--- config.mk ---
export PLATFORM = sky130hd
export DESIGN_NAME = sap1_out_display
export DESIGN_NICKNAME = d
export VERILOG_FILES = /design/src/rtl/sap1_disp_pkg.sv /design/src/rtl/bin2bcd8_seq.sv /design/src/rtl/sap1_out_display.sv
export SDC_FILE = /design/constraint.sdc
export NUM_CORES = 1
export LEC_CHECK = 0
export BUFFER_PORTS_ARGS = -buffer_cell sky130_fd_sc_hd__buf_4
export CAP_MARGIN = 20
export CELL_PAD_IN_SITES_DETAIL_PLACEMENT = 1
export CELL_PAD_IN_SITES_GLOBAL_PLACEMENT = 1
export CORE_MARGIN = 4
export CORE_UTILIZATION = 35
export DETAILED_ROUTE_END_ITERATION = 10
export GPL_ROUTABILITY_DRIVEN = 0
export PLACE_DENSITY_LB_ADDON = 0.3
export SETUP_SLACK_MARGIN = 0.05
export SYNTH_ARGS = -nofsm -noshare
export SYNTH_HDL_FRONTEND = slang
export SYNTH_SLANG_ARGS = --single-unit
--- constraint.sdc ---
create_clock -name clk -period 2.33 [get_ports clk]
set_input_delay 0.466 -clock clk [delete_from_list [all_inputs] [get_ports clk]]
set_output_delay 0.466 -clock clk [all_outputs]
set_load 0.01 [all_outputs]
--- src/rtl/sap1_disp_pkg.sv ---
`default_nettype none
// ============================================================================
// Module   : sap1_disp_pkg
// Purpose  : Shared types and constants for the SAP-1 output display block:
//            controller state encoding, 7-segment patterns and blank codes.
// Revision : 1.0 - initial release
// ============================================================================
package sap1_disp_pkg;

  typedef enum logic [1:0] {
    IDLE   = 2'd0,
    CONV   = 2'd1,
    COMMIT = 2'd2
  } state_t;

  // Active-low gfedcba patterns, indexed by decimal digit.
  localparam logic [6:0] SEG_LUT [10] = '{
    7'b1000000,  // 0
    7'b1111001,  // 1
    7'b0100100,  // 2
    7'b0110000,  // 3
    7'b0011001,  // 4
    7'b0010010,  // 5
    7'b0000010,  // 6
    7'b1111000,  // 7
    7'b0000000,  // 8
    7'b0010000   // 9
  };

  localparam logic [6:0] SEG_BLANK = 7'b1111111;
  localparam logic [2:0] AN_OFF    = 3'b111;

  // Codes above 9 cannot be produced by the converter; they show blank.
  function automatic logic [6:0] seg_decode(input logic [3:0] digit);
    logic [6:0] pattern;
    pattern = SEG_BLANK;
    if (digit <= 4'd9) pattern = SEG_LUT[digit];
    return pattern;
  endfunction

endpackage : sap1_disp_pkg
`default_nettype wire

--- src/rtl/bin2bcd8_seq.sv ---
`default_nettype none
// ============================================================================
// Module   : bin2bcd8_seq
// Purpose  : Sequential 8-bit binary to 3-digit BCD converter using the
//            shift-add-3 method, one shift per clock, eight clocks per value.
//            start loads a value; done is high in the cycle whose edge does
//            the final shift, so bcd holds the result from the next cycle.
// Revision : 1.0 - initial release
// ============================================================================
module bin2bcd8_seq (
  input  logic        clk,
  input  logic        clr,
  input  logic        start,
  input  logic [7:0]  bin,
  output logic        done,
  output logic [11:0] bcd
);

  // {hundreds, tens, ones, binary}
  logic [19:0] shreg;
  logic [19:0] shreg_adj;
  logic [2:0]  cnt;
  logic        active;

  // Pre-shift correction: any BCD nibble of 5 or more gets 3 added.
  always_comb begin
    shreg_adj = shreg;
    if (shreg[11:8]  >= 4'd5) shreg_adj[11:8]  = shreg[11:8]  + 4'd3;
    if (shreg[15:12] >= 4'd5) shreg_adj[15:12] = shreg[15:12] + 4'd3;
    if (shreg[19:16] >= 4'd5) shreg_adj[19:16] = shreg[19:16] + 4'd3;
  end

  // Load on start, otherwise correct-and-shift until eight shifts are done.
  always_ff @(posedge clk) begin
    if (!clr) begin
      shreg  <= '0;
      cnt    <= '0;
      active <= 1'b0;
    end else if (start) begin
      shreg  <= {12'b0, bin};
      cnt    <= '0;
      active <= 1'b1;
    end else if (active) begin
      shreg <= {shreg_adj[18:0], 1'b0};
      cnt   <= cnt + 3'd1;
      if (cnt == 3'd7) active <= 1'b0;
    end
  end

  assign done = active && (cnt == 3'd7);
  assign bcd  = shreg[19:8];

endmodule : bin2bcd8_seq
`default_nettype wire

--- src/rtl/sap1_out_display.sv ---
`default_nettype none
// ============================================================================
// Module   : sap1_out_display
// Purpose  : Captures each SAP-1 output register load, converts it to BCD and
//            drives a 3-digit multiplexed common-anode 7-segment display.
//            Loads arriving during a conversion go to a one-deep latest-wins
//            pending slot.
// Options  : SAP1_DISP_BLANK_EN - leading-zero blanking of hundreds/tens.
// Revision : 1.0 - initial release
// ============================================================================
module sap1_out_display
  import sap1_disp_pkg::*;
#(
  parameter int REFRESH_DIV = 1000
) (
  input  logic       clk,
  input  logic       clr,
  input  logic [7:0] out_val,
  input  logic       out_ld,
  output logic [6:0] seg,
  output logic [2:0] an,
  output logic       busy
);

  localparam int              RW       = $clog2(REFRESH_DIV);
  localparam logic [RW-1:0]   REF_LAST = RW'(REFRESH_DIV - 1);

  state_t         state;
  logic [7:0]     pend;
  logic           pend_vld;
  logic           conv_start;
  logic [7:0]     conv_in;
  logic           conv_done;
  logic [11:0]    conv_bcd;
  logic [3:0]     dig_hun;
  logic [3:0]     dig_ten;
  logic [3:0]     dig_one;
  logic [RW-1:0]  ref_cnt;
  logic [1:0]     idx;
  logic [3:0]     cur_digit;

  // A fresh load takes priority over the pending slot when both are present.
  assign conv_start = (state == IDLE) && (out_ld || pend_vld);
  assign conv_in    = out_ld ? out_val : pend;

  bin2bcd8_seq u_bin2bcd (
    .clk   (clk),
    .clr   (clr),
    .start (conv_start),
    .bin   (conv_in),
    .done  (conv_done),
    .bcd   (conv_bcd)
  );

  // Controller: sequences conversions, owns the pending slot and display digits.
  always_ff @(posedge clk) begin
    if (!clr) begin
      state    <= IDLE;
      busy     <= 1'b0;
      pend     <= '0;
      pend_vld <= 1'b0;
      dig_hun  <= '0;
      dig_ten  <= '0;
      dig_one  <= '0;
    end else begin
      if ((state != IDLE) && out_ld) begin
        pend     <= out_val;
        pend_vld <= 1'b1;
      end
      case (state)
        IDLE: begin
          if (conv_start) begin
            state    <= CONV;
            busy     <= 1'b1;
            pend_vld <= 1'b0;
          end
        end
        CONV: begin
          if (conv_done) state <= COMMIT;
        end
        COMMIT: begin
          dig_hun <= conv_bcd[11:8];
          dig_ten <= conv_bcd[7:4];
          dig_one <= conv_bcd[3:0];
          state   <= IDLE;
          busy    <= 1'b0;
        end
        default: begin
          state <= IDLE;
          busy  <= 1'b0;
        end
      endcase
    end
  end

  // Free-running digit scan, independent of conversions.
  always_ff @(posedge clk) begin
    if (!clr) begin
      ref_cnt <= '0;
      idx     <= '0;
    end else if (ref_cnt == REF_LAST) begin
      ref_cnt <= '0;
      idx     <= (idx == 2'd2) ? 2'd0 : idx + 2'd1;
    end else begin
      ref_cnt <= ref_cnt + 1'b1;
    end
  end

  // Select the scanned digit, decode it, and apply optional blanking.
  always_comb begin
    case (idx)
      2'd1:    cur_digit = dig_ten;
      2'd2:    cur_digit = dig_hun;
      default: cur_digit = dig_one;
    endcase
    seg = seg_decode(cur_digit);
`ifdef SAP1_DISP_BLANK_EN
    if ((idx == 2'd2) && (dig_hun == 4'd0)) seg = SEG_BLANK;
    if ((idx == 2'd1) && (dig_hun == 4'd0) && (dig_ten == 4'd0)) seg = SEG_BLANK;
`else
    seg = seg;
`endif
    an = AN_OFF & ~(3'b001 << idx);
  end

endmodule : sap1_out_display
`default_nettype wire

* Yosys cells after proc, flatten, opt, wreduce, memory -nomap -nowiden
Memory sizes are Yosys's and may differ from the RTL's.
Cells that the tools add are included.
** Cells by class
- $add $sub $neg :: 6
- $lt $le $gt $ge :: 5
- Eq/ne operators :: 8
- Shifts and indexed selects :: 1
- Muxes and demuxes :: 22
- Bitwise operators :: 4
- Reduce and logical (&&, ||, !) cells :: 11
** Operator list (number)
- $mux W8 :: 3
- $mux W7 :: 3
- $ge A4 B3 Y1 const B :: 3
- $add A10 B1 Y10 const B :: 1
- $eq A10 B10 Y1 const B :: 1
- $add A4 B2 Y4 const B :: 2
- $mux W4 :: 2
- $pmux W4 S2 :: 1
- $mux W1 :: 7
- $mux W2 :: 3
- $ge A5 B5 Y1 const B :: 1
- $not A4 Y5 :: 1
- $eq A2 B1 Y1 const B :: 2
- $eq A2 B2 Y1 const B :: 2
- $le A4 B4 Y1 const B :: 1
- $ne A2 B2 Y1 const B :: 2
- $pmux W2 S2 :: 1
- $reduce_and A2 Y1 :: 2
- $reduce_bool A2 Y1 :: 2
- $reduce_or A2 Y1 :: 2
- $add A3 B1 Y3 const B :: 1
- $add A3 B2 Y3 const B :: 1
- $eq A3 B3 Y1 const B :: 1
- $logic_and A1 B1 Y1 :: 3
- 8 further kinds :: 9
** Storage, ports and cells
- Flip-flop bits (word level) :: 60
- ROM bits :: 112
- Input port bits :: 11
- Output and inout bits :: 11
- Word-level logic and storage cells :: 71
- Memories kept :: 1
** Memory list
- (no name shown) :: depth 16, width 7, rd ports 1, clocked after Yosys merged registers in 0, wr ports 0, line sap1_disp_pkg.sv:37 : if (digit <= 4'd9) pattern = SEG_LUT[digit];

* Longest topological paths before layout
- Depth after elaboration :: 7
- Mapped depth :: 11
- Mapped depth without buffers :: 10

* Modules after synthesis
Synthesis repeated with hierarchy kept, for this count alone.
** Second synthesis, totals
- Cells, all modules :: 376
- Area total of the unflattened synthesis :: 3395.8 um2
** Modules (own cells, without submodules)
- sap1_out_display :: instances 1, cells an instance 210, area an instance 1951.9 um2, seq. area each 720.7 um2
- bin2bcd8_seq :: instances 1, cells an instance 166, area an instance 1443.9 um2, seq. area each 480.5 um2

* Worst setup path after synthesis
No wires, ideal clock.
- Path type :: reg2out
- Start :: register idx[0]
- End :: output port seg[6]
- Data arrival time :: 2.197 ns
- Required time :: 1.864 ns
- Setup slack :: -0.333 ns
- Cell stages (with the launch flop) :: 12
- Cells stage by stage :: dfxtp_1 -> inv_1 -> ha_1 -> buf_2 -> inv_1 -> nor2_1 -> a21oi_1 -> inv_1 -> ha_1 -> nor2_1 -> a21oi_1 -> a2bb2oi_1
** Between the ends
- Longest elaborated chain between the ends :: 7
** RTL lines
- start, declared :: line sap1_out_display.sv:39 : logic [1:0] idx;
- start signal, assigned :: line sap1_out_display.sv:103 : idx <= (idx == 2'd2) ? 2'd0 : idx + 2'd1;
- $eq A2 B2 Y1 / $eq A2 B1 Y1 (equally long branches) :: line sap1_out_display.sv:111 : case (idx)
- $pmux W4 S2 (*) :: line sap1_out_display.sv:111
- $not A4 Y5 (not written as such) :: line sap1_disp_pkg.sv:37
- $mem_v2 Z16 W7
- $mux W7 (not written as such) (2 in series) :: line sap1_disp_pkg.sv:37
- $mux W7 (*) :: line sap1_disp_pkg.sv:37
- end, declared :: line sap1_out_display.sv:20 : output logic [6:0] seg,
Mark *: on every way between the ends. The rest lies on a longest branch, timed or not. The select of a mux whose other input is x is not followed.

* Final worst setup path
- Start :: register idx[0]
- End :: output port seg[4]
The elaborated chain is that of the path after synthesis.

==> flow_summary_export.csv <==
group,metric,value,unit
outcome,status,"complete, but fails checks",
outcome,violations,"setup timing",
cts,tritoncts,"yes",
cts,clockBufferDepth,2,
place,dp_hpwl,4.76,mm
worst_setup_path,crit_fanout,4,
drt,post-route-drc-count,0,
worst_setup_path,critPathArrivalTime,2.14,ns
yosys,post_synth_num_cell_types,52,
cts,cts_buffers,9,
yosys,avgSynthCellArea,8.80,um2
grt,gr-usage-all-layers,13.8,%
floorplan,fp.dieH,102,um
floorplan,num_rows,34,
timing,clock_skew,0.00796,ns
grt,antenna_found_initial,0,
finish,fin_util,44.1,%
worst_setup_path,start_kind,"flip-flop",
drt,wl_met2,3.20,mm
drt,topRoutingLayerUsed,"met4",
job,cap_viol_max_count,0,
drt,met1_length,3.25,mm
cts,cts_max_level,3,
timing,finalHoldViolations,0,
grt,first_global_vias,2527,
floorplan,die_area,0.0104,mm2
yosys,netlist_instances,353,
place,port_buffers,21,
drt,via_count,2545,
finish,layout_commonest_cell,"nand2_1",
grt,overflow,0,
drt,drtIter0Drc,70,
grt,grt_pass1_wl,11.7,mm
drt,totalWireLength,6.70,mm
finish,multiInputGateArea,0.00192,mm2
drt,ant_nets,0,
yosys,synth_edf_count,0,
timing,relSlewSlack,69.1,%
finish,seq_area,0.00121,mm2
timing,rsz0062_at_grt,"true",
finish,area_growth_syn_to_layout,23.1,%
floorplan,fp.dieW,102,um
pwr,peakVddDrop,0.409,mV
finish,drive_gt1_share,22.3,%
pwr,p_leak,1.57,nW
finish,num-fill-cells,1049,
yosys,ys_seq_area_share,38.7,%
timing,fmax,384,MHz
yosys,synth_area,0.00311,mm2
worst_setup_path,cp_slowest_cell,"dfxtp_4",
drt,dr.pass1.iters,4,
timing,slew_violations,0,
finish,final_nets,423,
floorplan,start_util,35.8,%
grt,grt_max_degree,48,
floorplan,ios,22,
cts,clk_pin_slew,0.07,ns
floorplan,core-area,0.00868,mm2
finish,most-common-layout-cells,"nand2_1, dfxtp_1, buf_4",
yosys,yosys_warnings,0,
timing,fin_crit,2.60,ns
drt,routed_via_density,5.06,
timing,final.setup.tns,-1.68,ns
drt,wl_met3,148,um
yosys,synthFlopType,"dfxtp_1",
worst_setup_path,cp.required,1.86,ns
timing,setup_violations,7,
timing,worst_slack,-0.273,ns
worst_setup_path,worstSetupEndpointType,"output port",
worst_setup_path,critPathKind,"reg -> out",
timing,final.period_utilization,112,%
timing,tightest_slew,0.463,ns
cts,root_buffer,"clkbuf_8",
yosys,synth-seq-cells,60,
hold_path,min_path_type,"in -> reg",
yosys,synth_nets,385,
yosys,async_reset_ff_share,0,%
worst_setup_path,cpPeakStageDelay,0.39,ns
cts,clock_latency,0.32,ns
worst_setup_path,crit_chain,"inv_6 -> ha_4 -> inv_4 -> nor2_2 -> a21oi_4 -> buf_4 -> ha_4 -> nor2_4 -> a21oi_4 -> a32oi_2 -> buf_4",
finish,insertedDiodeCount,0,
cts,clock-sinks,60,
drt,wl_per_cell,13.3,um
pwr,power_density,537,mW/mm2
[flip-flops by register name, summed over array words and instances, names as in the netlist]
name              cells
u_bin2bcd.shreg      20
ref_cnt              10
pend                  8
dig_hun               4
dig_one               4
dig_ten               4
u_bin2bcd.cnt         3
idx                   2
state                 2
busy                  1
pend_vld              1
u_bin2bcd.active      1
[path summary, 6_finish.rpt]
| kind | startpoint | to | slack [ns] | depth (start not counted) |
|---|---|---|---|---|
| setup / recovery | idx[0] | seg[4] | -0.27 | 11 |
| hold / removal | out_val[2] | pend[2] | 0.41 | 3 |
| setup reg to reg | u_bin2bcd.shreg[9] | u_bin2bcd.shreg[10] | 0.80 | 6 |
| hold reg to reg | ref_cnt[0] | ref_cnt[0] | 0.46 | 1 |
[worst max-delay path: cells and delay by family, from the launching register on]
family / cells / cell delay, ns
AOI/OAI and AO/OA: 3 / 0.30
buffers and inverters: 4 / 0.39
adders and majority gates: 2 / 0.47
and+or+nand+nor: 2 / 0.26
DFF: 1 / 0.39
[Yosys cell counts, types with 10 or more instances]
cell / instances / share of area, %
nand2_1: 61 / 7.4
dfxtp_1: 60 / 39
mux2i_1: 27 / 8.7
ha_1: 21 / 8.5
nor2_1: 17 / 2.1
inv_1: 15 / 1.8
a21oi_1: 13 / 2.1
o21ai_0: 12 / 1.9
and3_1: 11 / 2.2
nor2b_1: 11 / 2.2
a21boi_1: 10 / 2.4
nand3_1: 10 / 1.6
[metal layers]
metal  global-route usage [%]  vias to the layer above
li1                         -                     1290
met1                     18.5                     1218
met2                     22.1                       25
met3                     2.94                       12
met4                     4.24                        0
met5                        0                        -
[power by group]
part,internal [mW],switching (mW)
sequential,1.06,0.0219
clock,0.407,0.393
combinational,0.0828,0.0951
[per-stage QoR]
step / instance area (um2) / instances / hold WS (ns) / total power [mW] / worst slack, ns
floorplan: 3190 / 353 / 0.418 / 1.24 / 0.0574
global placement: 3500 / 480 / 0.429 / 1.28 / 0.00999
detailed placement: 3500 / 480 / 0.453 / 1.28 / -0.0955
CTS: 3750 / 500 / 0.388 / 2.10 / -0.289
global route: 3820 / 503 / 0.424 / 2.17 / -0.383
finish: 3820 / 503 / 0.406 / 2.05 / -0.273
[logic make-up after synthesis]
family / Yosys count / share of synthesized area, %
and+or+nand+nor: 132 / 20.8
AOI/OAI and AO/OA: 73 / 16.2
DFF: 60 / 38.7
buffers and inverters: 30 / 4.43
muxes: 27 / 8.70
adders and majority gates: 21 / 8.46
xor gates and xnor gates: 10 / 2.82
[area by class of cell]
class,instances,share of cell area (%)
Multi-Input combinational cell,263,50.3
Sequential cell,60,31.6
Timing Repair Buffer,42,8.44
Clock buffer,11,3.70
Tap cell,108,3.53
Inverter,15,1.73
Clock inverter,4,0.687
[repair_timing]
item | in CTS | in global routing
pin swaps | 7 | 7
gates cloned | 0 | 0
hold buffers | 0 | 0
gates resized for setup | 12 | 11
setup endpoints to repair | 7 | 7
buffers inserted | 5 | 3
(Power assumes the default switching activity.)
